### config.mk
export PLATFORM = sky130hd
export DESIGN_NAME = pong_game_ctrl
export DESIGN_NICKNAME = d
export VERILOG_FILES = /design/src/rtl/pong_game_ctrl.sv
export SDC_FILE = /design/constraint.sdc
export NUM_CORES = 1
export LEC_CHECK = 0
export BUFFER_PORTS_ARGS = -buffer_cell sky130_fd_sc_hd__buf_2
export CORE_UTILIZATION = 40
export CTS_BUF_LIST = sky130_fd_sc_hd__clkbuf_4
export DETAILED_ROUTE_END_ITERATION = 10
export PLACE_DENSITY = 0.7
export SLEW_MARGIN = 15
export SYNTH_ARGS = -nofsm -noshare
export SYNTH_HDL_FRONTEND = slang
export SYNTH_SLANG_ARGS = --single-unit
### constraint.sdc
create_clock -name clk -period 4.2 [get_ports clk]
set_input_delay 0.84 -clock clk [delete_from_list [all_inputs] [get_ports clk]]
set_output_delay 0.84 -clock clk [all_outputs]
set_load 0.01 [all_outputs]
### src/rtl/pong_game_ctrl.sv
// Match sequencer for the VGA pong game: it runs the game FSM, the serve and game-over
// delay timer, the BCD scores and the ball budget. It also drives the graphics freeze
// and the text banner enables.
module pong_game_ctrl #(
  parameter int BALLS      = 7,
  parameter int WIN_SCORE  = 11,
  parameter int FRAME_WAIT = 120
) (
  input  logic       clk,
  input  logic       reset,
  input  logic       frame_tick,
  input  logic [3:0] btn,
  input  logic       pts_1,
  input  logic       pts_2,
  output logic       gra_still,
  output logic [1:0] game_state,
  output logic [6:0] balls_left,
  output logic [3:0] p1_dig1,
  output logic [3:0] p1_dig0,
  output logic [3:0] p2_dig1,
  output logic [3:0] p2_dig0,
  output logic       show_title,
  output logic       show_over
);

  typedef enum logic [1:0] {
    NEWGAME = 2'b00,
    PLAY    = 2'b01,
    NEWBALL = 2'b10,
    OVER    = 2'b11
  } state_t;

  localparam logic [7:0] WIN_BCD    = {4'(WIN_SCORE / 10), 4'(WIN_SCORE % 10)};
  localparam logic [6:0] BALLS_INIT = 7'(BALLS);
  localparam logic [7:0] WAIT_INIT  = 8'(FRAME_WAIT);

  state_t     state;
  logic [7:0] timer;
  logic       btn_prev;
  logic       btn_press;
  logic       timer_up;
  logic       point;
  logic [7:0] cur_score;
  logic [7:0] new_score;
  logic [6:0] new_balls;
  logic       end_game;

  // Two-digit BCD increment that saturates at 99.
  function automatic logic [7:0] bcd_inc(input logic [7:0] s);
    if (s == 8'h99)
      return s;
    else if (s[3:0] == 4'd9)
      return {s[7:4] + 4'd1, 4'd0};
    else
      return {s[7:4], s[3:0] + 4'd1};
  endfunction

  // pts_1 takes priority, so a simultaneous pts_2 is simply dropped.
  always_comb begin
    btn_press = (|btn) & ~btn_prev;
    timer_up  = (timer == 8'd0);
    point     = (state == PLAY) && (pts_1 || pts_2);
    cur_score = pts_1 ? {p1_dig1, p1_dig0} : {p2_dig1, p2_dig0};
    new_score = bcd_inc(cur_score);
    new_balls = balls_left - 7'd1;
    end_game  = (new_score == WIN_BCD) || (new_balls == 7'd0);
  end

  always_ff @(posedge clk or negedge reset) begin
    if (!reset) begin
      state      <= NEWGAME;
      timer      <= 8'd0;
      btn_prev   <= 1'b0;
      balls_left <= BALLS_INIT;
      p1_dig1    <= 4'd0;
      p1_dig0    <= 4'd0;
      p2_dig1    <= 4'd0;
      p2_dig0    <= 4'd0;
    end else begin
      btn_prev <= |btn;
      if (point)
        timer <= WAIT_INIT;
      else if (frame_tick && !timer_up)
        timer <= timer - 8'd1;

      case (state)
        NEWGAME: begin
          p1_dig1    <= 4'd0;
          p1_dig0    <= 4'd0;
          p2_dig1    <= 4'd0;
          p2_dig0    <= 4'd0;
          balls_left <= BALLS_INIT;
          if (btn_press) state <= PLAY;
        end
        PLAY: begin
          if (point) begin
            if (pts_1) {p1_dig1, p1_dig0} <= new_score;
            else       {p2_dig1, p2_dig0} <= new_score;
            balls_left <= new_balls;
            state      <= end_game ? OVER : NEWBALL;
          end
        end
        NEWBALL: if (btn_press && timer_up) state <= PLAY;
        OVER:    if (timer_up) state <= NEWGAME;
        default: state <= NEWGAME;
      endcase
    end
  end

  // The banner enables and the freeze flag decode the state register directly.
  assign game_state = state;
  assign gra_still  = (state != PLAY);
  assign show_title = (state == NEWGAME);
  assign show_over  = (state == OVER);

endmodule

* Yosys cells after proc, flatten, opt, wreduce, memory -nomap -nowiden *
Cells that the tools add are included.

word-level totals
  bits in registers = 34
  word-level logic and storage cells = 68
  output and inout bits = 28
  input port bits = 9

cells by class
  bitwise operators = 2
  multiplexer cells = 25
  add/sub/neg operators = 4
  reduce and logical (&&, ||, !) cells = 16
  equal/unequal tests = 13

operators by type and width
  kind                                                    number
  two-way mux 8 bit                                       5
  two-way mux 4 bit                                       8
  case mux 4 bit (2 select lines)                         4
  case mux 7 bit (2 select lines)                         1
  adder 4 x 1 -> 4 bit (second input constant)            2
  equality test 8 x 5 -> 1 bit (second input constant)    1
  equality test 8 bit (second input constant)             1
  logical NOT 8 bit                                       1
  two-way mux 2 bit                                       4
  inequality test 2 bit (second input constant)           4
  case mux 2 bit (4 select lines)                         1
  subtractor 8 x 1 -> 8 bit (second input constant)       1
  logical NOT 7 bit                                       1
  two-way mux 7 bit                                       1
  subtractor 7 x 1 -> 7 bit (second input constant)       1
  inequality test 2 x 1 -> 1 bit (second input constant)  3
  AND reduction 3 bit                                     2
  equality test 2 bit (second input constant)             2
  equality test 4 bit (second input constant)             1
  AND reduction 4 bit                                     1
  nonzero test 2 bit                                      2
  OR reduction 4 bit                                      1
  logical AND 1 bit                                       3
  equality test 2 x 1 -> 1 bit (second input constant)    1
  7 further kinds                                         8

* Logic depth before layout (Yosys ltp) *
Gate-level depths: netlist of run 1.

  depth after elaboration = 9
  mapped depth = 9
  mapped depth without buffers = 7

* Worst setup path after synthesis of run 1 *
No wires, ideal clock.

  path kind = in2reg
  start = in pts_1
  end = reg p1_dig0[3]
  stages on the path = 9
  data required time = 4108 ps
  path buffers = 2
  path slack = 1565 ps
  arrival time = 2543 ps
  setup time = 92 ps
  cell sequence = buf_6 mux2_2 ha_1 nand4bb_1 and2_4 buf_8 nor2_4 or3_4 o31ai_2

on the way
  word-level cells in the longest chain between the ends = 7
  elaborated cells between the ends (all ways) = 14
  classes of those cells = add/sub: 1; eq/ne: 4; mux: 6; reduce/logical: 3

ends and longest elaborated chain
  what                                                         RTL line  RTL
  start: declaration                                           13        input logic pts_1,
  two-way mux 8 bit                                            63        cur_score = pts_1 ? {p1_dig1, p1_dig0} : {p2_dig1, p2_dig0};
  adder 4 x 1 -> 4 bit or equality test 4 bit (tied branches)  55, 52
  two-way mux 8 bit                                            52        else if (s[3:0] == 4'd9)
  two-way mux 8 bit                                            50        if (s == 8'h99)
  two-way mux 4 bit                                            97        if (pts_1) {p1_dig1, p1_dig0} <= new_score;
  two-way mux 4 bit                                            96        if (point) begin
  case mux 4 bit (2 select lines)                              86        case (state)
  end signal: assignment                                       97
  end: declaration                                             19        output logic [3:0] p1_dig0,

Several ways; a longest one is shown, not always the timed one. The select of a mux whose other input is x is not followed.
A chain may end at the register's enable or synchronous reset.

* Worst setup path after layout of run 1 *
  start = in pts_1
  end = reg state[0] (netlist: game_state[0])

on the way
  word-level cells in the longest chain between the ends = 9
  elaborated cells between the ends (all ways) = 16
  classes of those cells = add/sub: 2; eq/ne: 4; mux: 6; reduce/logical: 4

ends and longest elaborated chain
  what                                          RTL line  RTL
  two-way mux 8 bit                             63
  adder 4 x 1 -> 4 bit (tied with other cells)  55        return {s[7:4], s[3:0] + 4'd1};
  two-way mux 8 bit                             52
  two-way mux 8 bit                             50
  equality test 8 x 5 -> 1 bit                  66        end_game = (new_score == WIN_BCD) || (new_balls == 7'd0);
  logical OR 1 bit                              66
  two-way mux 1 bit                             100       state <= end_game ? OVER : NEWBALL;
  two-way mux 2 bit                             96
  case mux 2 bit (4 select lines)               86
  end signal: assignment                        100
  end: declaration                              37        state_t state;

Several ways; a longest one is shown, not always the timed one. The select of a mux whose other input is x is not followed.

==> results of run 1 <==
metal layers:
| metal | vias up | share of wire (%) | track usage (%) | wire (um) |
|---|---|---|---|---|
| met2 | 36 | 46 | 28.8 | 2240 |
| li1 | 867 | - | - | - |
| met3 | 7 | 3.9 | 4.19 | 188 |
| met4 | 0 | 1.3 | 5.96 | 62 |
| met5 | - | 0 | 0 | 0 |
| met1 | 850 | 48 | 24.6 | 2330 |
stage by stage:
step / worst slack, ns / instance area (um^2) / hold WS, ns / util [%]
3_5_place_dp: 1.19 / 2380 / 0.500 / 45.7
2_1_floorplan: 1.56 / 2190 / 0.480 / -
5_1_grt: 1.41 / 2440 / 0.550 / 46.9
6_report: 1.54 / 2440 / 0.515 / 46.9
3_3_place_gp: 1.25 / 2380 / 0.472 / 45.7
4_1_cts: 1.55 / 2440 / 0.531 / 46.9
worst reg2reg max path, stage by stage, from the launching register on:
cell and delay [ns]:
dfrtp_1 0.62, nand2b_1 0.14, o21bai_2 0.34, nand2b_1 0.46, nor2_2 0.17, a32o_1 0.29
flip-flops by register name (all words and copies together), names as in the netlist:
register	count
p1_dig0	4
game_state	2
timer	8
p2_dig0	4
p1_dig1	4
balls_left	7
p2_dig1	4
btn_prev	1
cells in the final DEF (no fill, tap or decap), types with 4 or more instances in the layout:
cell type  netlist  final
clkbuf_4         0      8
o21ai_1         10     10
a21oi_1          9      9
inv_1           11     11
nor3_1           5      5
nor2_1          20     20
dfrtp_1         31     31
nand3_1          5      5
nand2_1         15     15
mux2i_1          4      4
a22o_1          10     10
buf_2            0     36
ha_1             8      8
xnor2_1         12     12
final timing paths:
| check | cells past startpoint | endpoint | from | slack, ns |
|---|---|---|---|---|
| min in group asynchronous | 1 | p2_dig0[1]$_DFFE_PN0P_ | reset | 0.55 |
| max in group asynchronous | 1 | p1_dig1[0]$_DFFE_PN0P_ | reset | 3.15 |
| setup reg to reg | 5 | p2_dig0[2]$_DFFE_PN0P_ | game_state[0]$_DFFE_PN0P_ | 2.08 |
| hold reg to reg | 1 | p1_dig1[0]$_DFFE_PN0P_ | p1_dig1[0]$_DFFE_PN0P_ | 0.51 |
| setup / recovery | 8 | game_state[0]$_DFFE_PN0P_ | pts_1 | 1.54 |
| hold / removal | 1 | p1_dig1[0]$_DFFE_PN0P_ | p1_dig1[0]$_DFFE_PN0P_ | 0.51 |
logic make-up (layout without fill, tap and decap cells):
| group | Yosys count | count (layout) | synth area share [%] |
|---|---|---|---|
| AO/OA/AOI/OAI | 56 | 56 | 19.8 |
| XOR/XNOR | 15 | 15 | 5.99 |
| adder cells (fa/ha/maj) | 8 | 8 | 4.56 |
| buffers and inverters | 20 | 56 | 5.93 |
| flip-flops | 34 | 34 | 39.0 |
| multiplexers | 8 | 8 | 4.11 |
| AND/OR/NAND/NOR | 78 | 78 | 20.6 |
cell type report:
class,instances,area share (%)
flip-flops and latches,34,35.0
repair buffers,36,7.39
well taps,70,3.59
inverters,12,1.95
clock buffers,8,2.46
multi-input cells,165,49.6
power by group:
part | internal (mW) | leakage (nW) | switching (mW)
logic | 0.228 | 0.655 | 0.285
registers | 0.417 | 0.423 | 0.130
clock network | 0.0861 | 0.0368 | 0.110
==> impl_metrics.toml, run 1 <==
[run_status]
status = "finished clean"

[logic_synthesis]
synth_warnings = 0
syn-num-nets = 236
yosys-top-cells-count = "dfrtp_1 (31), nor2_1 (20), nand2_1 (15)"
synth_area_leader_cell = "dfrtp_1"
avgSynthCellArea_um2 = 10.0
yosysSeqAreaShare_pct = 39.0
synth_edf_count = 0
synthFlopType = "dfrtp_1"
syn_inst = 219
synth_area_um2 = 2190
yosysUniqueCellTypes = 62
synth_seq_cells = 34
synth-async-reset-ratio_pct = 100
synth_top_area_share_pct = 35.4
synth_most_common_cell = "dfrtp_1"
synth_area_leaders = "dfrtp_1 (35%), xnor2_1 (4.8%), ha_1 (4.6%)"

[floorplan]
die_x_um = 76.1
fp-row-count = 26
start_util_pct = 42.1
io_pins = 37
dieArea_um2 = 5780
dieHeight_um = 76.1
core_area_um2 = 5200

[placed_design]
dp_hpwl_um = 3420
place_congestion = 0.867
io_buffers = 36
post-place-cells = 317

[clocking]
htreeDepth = 2
clk_pin_slew_ns = 0.11
cts_sinks = 34
clkLatencyLatePin_ns = 0.34
cts_root_buf = "clkbuf_4"
post_cts_buffers = 0
cts_buffer_depth = 2
cts_buffers = 5
cts_hold_buf = 0
cts_tree = "built"
ctsResizeCount = 0

[pwr]
fin_total_pwr_mw = 1.26
ir_drop_mv = 0.291
p_leak_nw = 1.11
p_per_area_nw_per_um2 = 515

[critical_path]
cp-start-kind = "input port"
crit_path_end_kind = "flip-flop"
cp_max_fo = 23
arrival_ns = 2.91
worstPathRequired_ns = 4.45
slowest_stage = "mux2_2"
slowest_delay_ns = 0.43
critPathTopFamily = "compound AO/OA/AOI/OAI gates"
path_cells = "buf_2 -> mux2_2 -> ha_1 -> nand4bb_1 -> nand2_1 -> a211oi_1 -> o2111ai_1 -> o31ai_1"
cp_num_buf_inv = 1
crit_type = "in2reg"

[run]
cap_violations = 0

[route]
drcViolationCount = 0
wl_um = 4820
first_pass_iters = 4
via_count = 1760
avgRoutedWirePerCell_um = 14.8
routed_via_density = 5.42
antenna_left = 0
drt_iter0_drc = 84

[cells_and_area]
nets = 271
multi_input_area_um2 = 1210
area_growth_pct = 11.2
diodes = 0
drive_above_1_share_pct = 27.1
fillers = 511
seq_area_um2 = 855
fin_cells = 325

[sta]
period_share_pct = 63.2
finClkSkew_ns = 0.00767
final.setup.tns_ns = 0
clock.fmax_ghz = 0.377
setup_viol = 0
slew_violations = 0
worstMarginPinSlew_ns = 0.763
hold_viol_final = 0
relSlewSlack_pct = 49.1
period_minus_slack_ns = 2.66
rsz0062_at_grt = "no"

[grt]
grt_pass1_wl_um = 8420
grt_overflow = 0
grt_pass1_vias = 1728
grtUsageTotal_pct = 18.2
antenna_found_initial = 0
grt_max_degree = 35

[min_path]
holdCritPathClass = "reg2reg"
Power figures use the tool's default switching activity.
==> inputs of run 2 (changes only) <==
- clock period: 4.2 -> 2.72 ns (I/O delays scaled with it)
==> run 2 against run 1 <==
  * Setup slack got worse by 1.0 ns
  * Core utilization is 0.55 points higher
  * Clock power rose by 50%
  * Worst hold slack worse by 0.27 ns
  * Sequential power is 55% higher
  * Largest cell class unchanged
  * Design area increased by 1.2%
  * Via count is 1.1% higher
  * Critical path depth unchanged
==> impl_metrics.toml, run 2 (synthesis gave the netlist of run 1 again) <==
[run]
cap_violations = 0

[critical_path]
crit_path_end_kind = "flip-flop"
slowest_delay_ns = 0.41
path_cells = "buf_2 -> mux2_2 -> ha_1 -> nand4b_1 -> and2_4 -> nor2_4 -> or3_4 -> o31ai_2"
crit_type = "in2reg"
arrival_ns = 2.45
slowest_stage = "mux2_2"
cp_max_fo = 11
worstPathRequired_ns = 2.99
cp-start-kind = "input port"

[grt]
grt_pass1_wl_um = 8590
antenna_found_initial = 0
grt_pass1_vias = 1720
grtUsageTotal_pct = 18.5
grt_max_degree = 35
grt_overflow = 0

[floorplan]
dieHeight_um = 76.1
start_util_pct = 42.1
core_area_um2 = 5200
io_pins = 37
fp-row-count = 26
die_x_um = 76.1
dieArea_um2 = 5780

[sta]
period_share_pct = 80.1
setup_viol = 0
clock.fmax_ghz = 0.459
slew_violations = 0
finClkSkew_ns = 0.0126
hold_viol_final = 0
rsz0062_at_grt = "no"
period_minus_slack_ns = 2.18
fin_ws_ns = 0.540
worstMarginPinSlew_ns = 0.761
final.setup.tns_ns = 0
relSlewSlack_pct = 49.3
whs_ns = 0.245

[cells_and_area]
reg.largest.list = "timer: 8 flops, balls_left: 7 flops"
mostFrequentLayoutCell = "buf_2"
fillers = 541
fin_util_pct = 47.4
drive_above_1_share_pct = 28.2
mostFrequentLayoutCells = "buf_2 (36), dfrtp_1 (31), nor2_1 (20), nand2_1 (15), xnor2_1 (12)"
largest_register = "timer"
nets = 275
diodes = 0
area_growth_pct = 12.5
largest_reg_flops = 8

[clocking]
cts_tree = "built"
ctsResizeCount = 0
cts_hold_buf = 0
cts_root_buf = "clkbuf_4"
htreeDepth = 2
clk_pin_slew_ns = 0.12
clkLatencyLatePin_ns = 0.36
post_cts_buffers = 0
cts_buffers = 5
cts_sinks = 34
cts_buffer_depth = 2

[route]
antenna_left = 0
drt_iter0_drc = 109
routed_via_density = 5.41
first_pass_iters = 4
avgRoutedWirePerCell_um = 15.6
wl_um = 5120
drcViolationCount = 0
via_count = 1779

[run_status]
status = "finished clean"

[placed_design]
place_ws_ns = 0.184
dp_hpwl_um = 3680
place_congestion = 0.849
io_buffers = 36

[pwr]
p_leak_nw = 1.13
p_per_area_nw_per_um2 = 788
ir_drop_mv = 0.413

[min_path]
holdCritPathClass = "in2async"
run 2: final timing paths:
path                       depth (start not counted)                      to  slack [ns]              startpoint
setup / recovery                                   8  p2_dig0[3]$_DFFE_PN0P_        0.54                   pts_1
max in group asynchronous                          1  p1_dig0[3]$_DFFE_PN0P_        1.99                   reset
min in group clk                                   2      btn_prev$_DFF_PN0_        0.39                  btn[2]
hold reg to reg                                    1  p1_dig1[0]$_DFFE_PN0P_        0.50  p1_dig1[0]$_DFFE_PN0P_
hold / removal                                     1      btn_prev$_DFF_PN0_        0.25                   reset
setup reg to reg                                   7  p2_dig0[3]$_DFFE_PN0P_        0.59  p1_dig0[0]$_DFFE_PN0P_
run 2: final cells by class:
class	instances	area (um^2)	share of cell area (%)
clock buffer	5	37.5	1.52
clock inverter	3	21.3	0.862
inverter	12	47.5	1.93
multi-input combinational	165	1210	49.0
sequential	34	855	34.6
tap	70	87.6	3.55
timing repair buffer	40	210	8.52
run 2: per-layer routing:
layer  part of all wire (%)  up-vias  wire length (um)  GRT usage [%]
met5                      0        -                 0              0
met2                     47       43              2420           29.8
met1                     47      849              2410           24.7
li1                       -      879                 -              -
met3                    4.3        8               220           3.95
met4                    1.4        0                72           5.96
run 2: critical path, delay by kind of cell:
kind	cells	cell delay (ns)
AO/OA/AOI/OAI	1	0.23
adder cells (fa/ha/maj)	1	0.23
buffers and inverters	1	0.23
multiplexers	1	0.41
AND/OR/NAND/NOR	4	0.81
run 2: power by group:
group	total, mW	switching, mW	internal, mW
Sequential	0.847	0.204	0.643
Combinational	0.803	0.446	0.357
Clock	0.294	0.194	0.100
Total	1.94	0.843	1.10
run 2: stage by stage:
step                      instances  power, mW  area [um^2]
after floorplan                 219       1.42         2190
after CTS                       329       1.95         2470
after global placement          321       1.63         2410
after detailed placement        321       1.65         2410
after global routing            329       2.08         2470
final                           329       1.94         2470
==> inputs of run 3 (changes only) <==
- PLACE_DENSITY: 0.7 -> 0.72
- clock period: 2.72 -> 1.9 ns (I/O delays scaled with it)
==> run 3 against run 2 <==
  * The flow now finishes with violations (negative setup slack)
  * Clock skew is 0.0063 ns higher
  * Core utilization is 4.9 points higher
  * Worst hold slack worse by 0.15 ns
  * Largest cell class unchanged
==> impl_metrics.toml, run 3 (synthesis gave the netlist of run 1 again) <==
[run_status]
status = "complete, but fails checks"
violations = "negative setup slack"

[sta]
hold_viol_final = 0
setup_viol = 1
fin_ws_ns = -0.0336
finClkSkew_ns = 0.0189
clock.fmax_ghz = 0.517
relSlewSlack_pct = 48.5
period_minus_slack_ns = 1.93
slew_violations = 0
worstMarginPinSlew_ns = 0.773
rsz0062_at_grt = "yes"
final.setup.tns_ns = -0.0336
period_share_pct = 102

[floorplan]
fp-row-count = 26
start_util_pct = 42.1
dieArea_um2 = 5780
dieHeight_um = 76.1
die_x_um = 76.1
core_area_um2 = 5200
io_pins = 37

[route]
drcViolationCount = 0
wl_um = 5190
routed_via_density = 5.39
via_count = 1918
avgRoutedWirePerCell_um = 14.6
drt_iter0_drc = 91
first_pass_iters = 4
antenna_left = 0

[critical_path]
crit_path_end_kind = "flip-flop"
cp_max_fo = 7
r2r_start = "p1_dig0[1]$_DFFE_PN0P_"
crit_start = "p1_dig0[1]$_DFFE_PN0P_"
crit_type = "reg2reg"
cp-start-kind = "flip-flop"
r2r_cells = 7
worstPathRequired_ns = 2.15
arrival_ns = 2.18

[grt]
grt_max_degree = 35
grt_pass1_wl_um = 8550
grt_overflow = 0
grt_pass1_vias = 1855
antenna_found_initial = 0
grtUsageTotal_pct = 18.7

[cells_and_area]
drive_above_1_share_pct = 37.1
mostFrequentLayoutCell = "buf_2"
reg.largest.list = "timer: 8 flops, balls_left: 7 flops"
area_growth_pct = 24.1
diodes = 0
fin_cells = 356
largest_reg_flops = 8
mostFrequentLayoutCells = "buf_2 (36), dfrtp_1 (31), buf_4 (31), nor2_1 (20), nand2_1 (14)"
nets = 302
largest_register = "timer"

[clocking]
htreeDepth = 2
cts_buffers = 5
cts_hold_buf = 0
cts_sinks = 34
cts_root_buf = "clkbuf_4"
cts_tree = "built"
clkLatencyLatePin_ns = 0.35
clk_pin_slew_ns = 0.12
cts_buffer_depth = 2

[pwr]
p_leak_nw = 1.27
fin_total_pwr_mw = 3.02
ir_drop_mv = 0.585
p_per_area_nw_per_um2 = 1110

[placed_design]
io_buffers = 36
place_congestion = 0.840
post-place-cells = 343
dp_hpwl_um = 3820
place_ws_ns = -0.226

[min_path]
holdCritPathClass = "in2async"

[run]
cap_violations = 0
[run 3: path summary, 6_finish.rpt]
check                                                 end  slack [ns]
worst max-delay path            game_state[0]$_DFFE_PN0P_       -0.03
worst min-delay path               p2_dig1[3]$_DFFE_PN0P_        0.09
worst max register to register  game_state[0]$_DFFE_PN0P_       -0.03
worst min register to register  balls_left[0]$_DFFE_PN1P_        0.53
max in group asynchronous          p2_dig0[2]$_DFFE_PN0P_        1.30
min in group clk                       btn_prev$_DFF_PN0_        0.28
[run 3: per-layer routing]
metal | up-vias | global-route usage (%) | wire length [um]
li1 | 931 | - | -
met1 | 908 | 23.9 | 2290
met2 | 67 | 30.9 | 2530
met3 | 12 | 3.59 | 270
met4 | 0 | 7.88 | 102
met5 | - | 0 | 0
[run 3: per-stage QoR]
step | hold WS (ns) | util, % | area, um^2
after floorplan | 0.0844 | - | 2220
after global placement | 0.500 | 49.8 | 2590
after detailed placement | 0.501 | 49.8 | 2590
after CTS | 0.112 | 50.9 | 2650
after global routing | 0.152 | 52.3 | 2720
final | 0.0928 | 52.3 | 2720
[run 3: power by group]
| group | internal [mW] | switching (mW) | total (mW) |
|---|---|---|---|
| Sequential | 0.922 | 0.217 | 1.14 |
| Combinational | 0.696 | 0.774 | 1.47 |
| Clock | 0.155 | 0.255 | 0.410 |
| Total | 1.77 | 1.25 | 3.02 |
[run 3: worst max-delay path, cell delays in order (launching register included)]
cell       delay (ns)
dfrtp_1          0.41
mux2i_2          0.24
ha_4             0.17
nand4bb_1        0.13
and2_4           0.22
nor3_1           0.27
o32ai_1          0.15
o31ai_1          0.24
[run 3: final cells by class]
type / count / area [um^2]
Sequential cell: 34 / 855
Clock inverter: 2 / 10.0
Tap cell: 70 / 87.6
Inverter: 12 / 47.5
Clock buffer: 6 / 45.0
Multi-Input combinational cell: 165 / 1260
Fill cell: 467 / 2480
Timing Repair Buffer: 67 / 413
[run 3: what timing repair did]
item,4_1_cts,5_1_grt
setup buffers,0,5
gates cloned,0,0
gates resized for setup,0,7
endpoints found under the setup margin,1,12
pin swaps,2,6
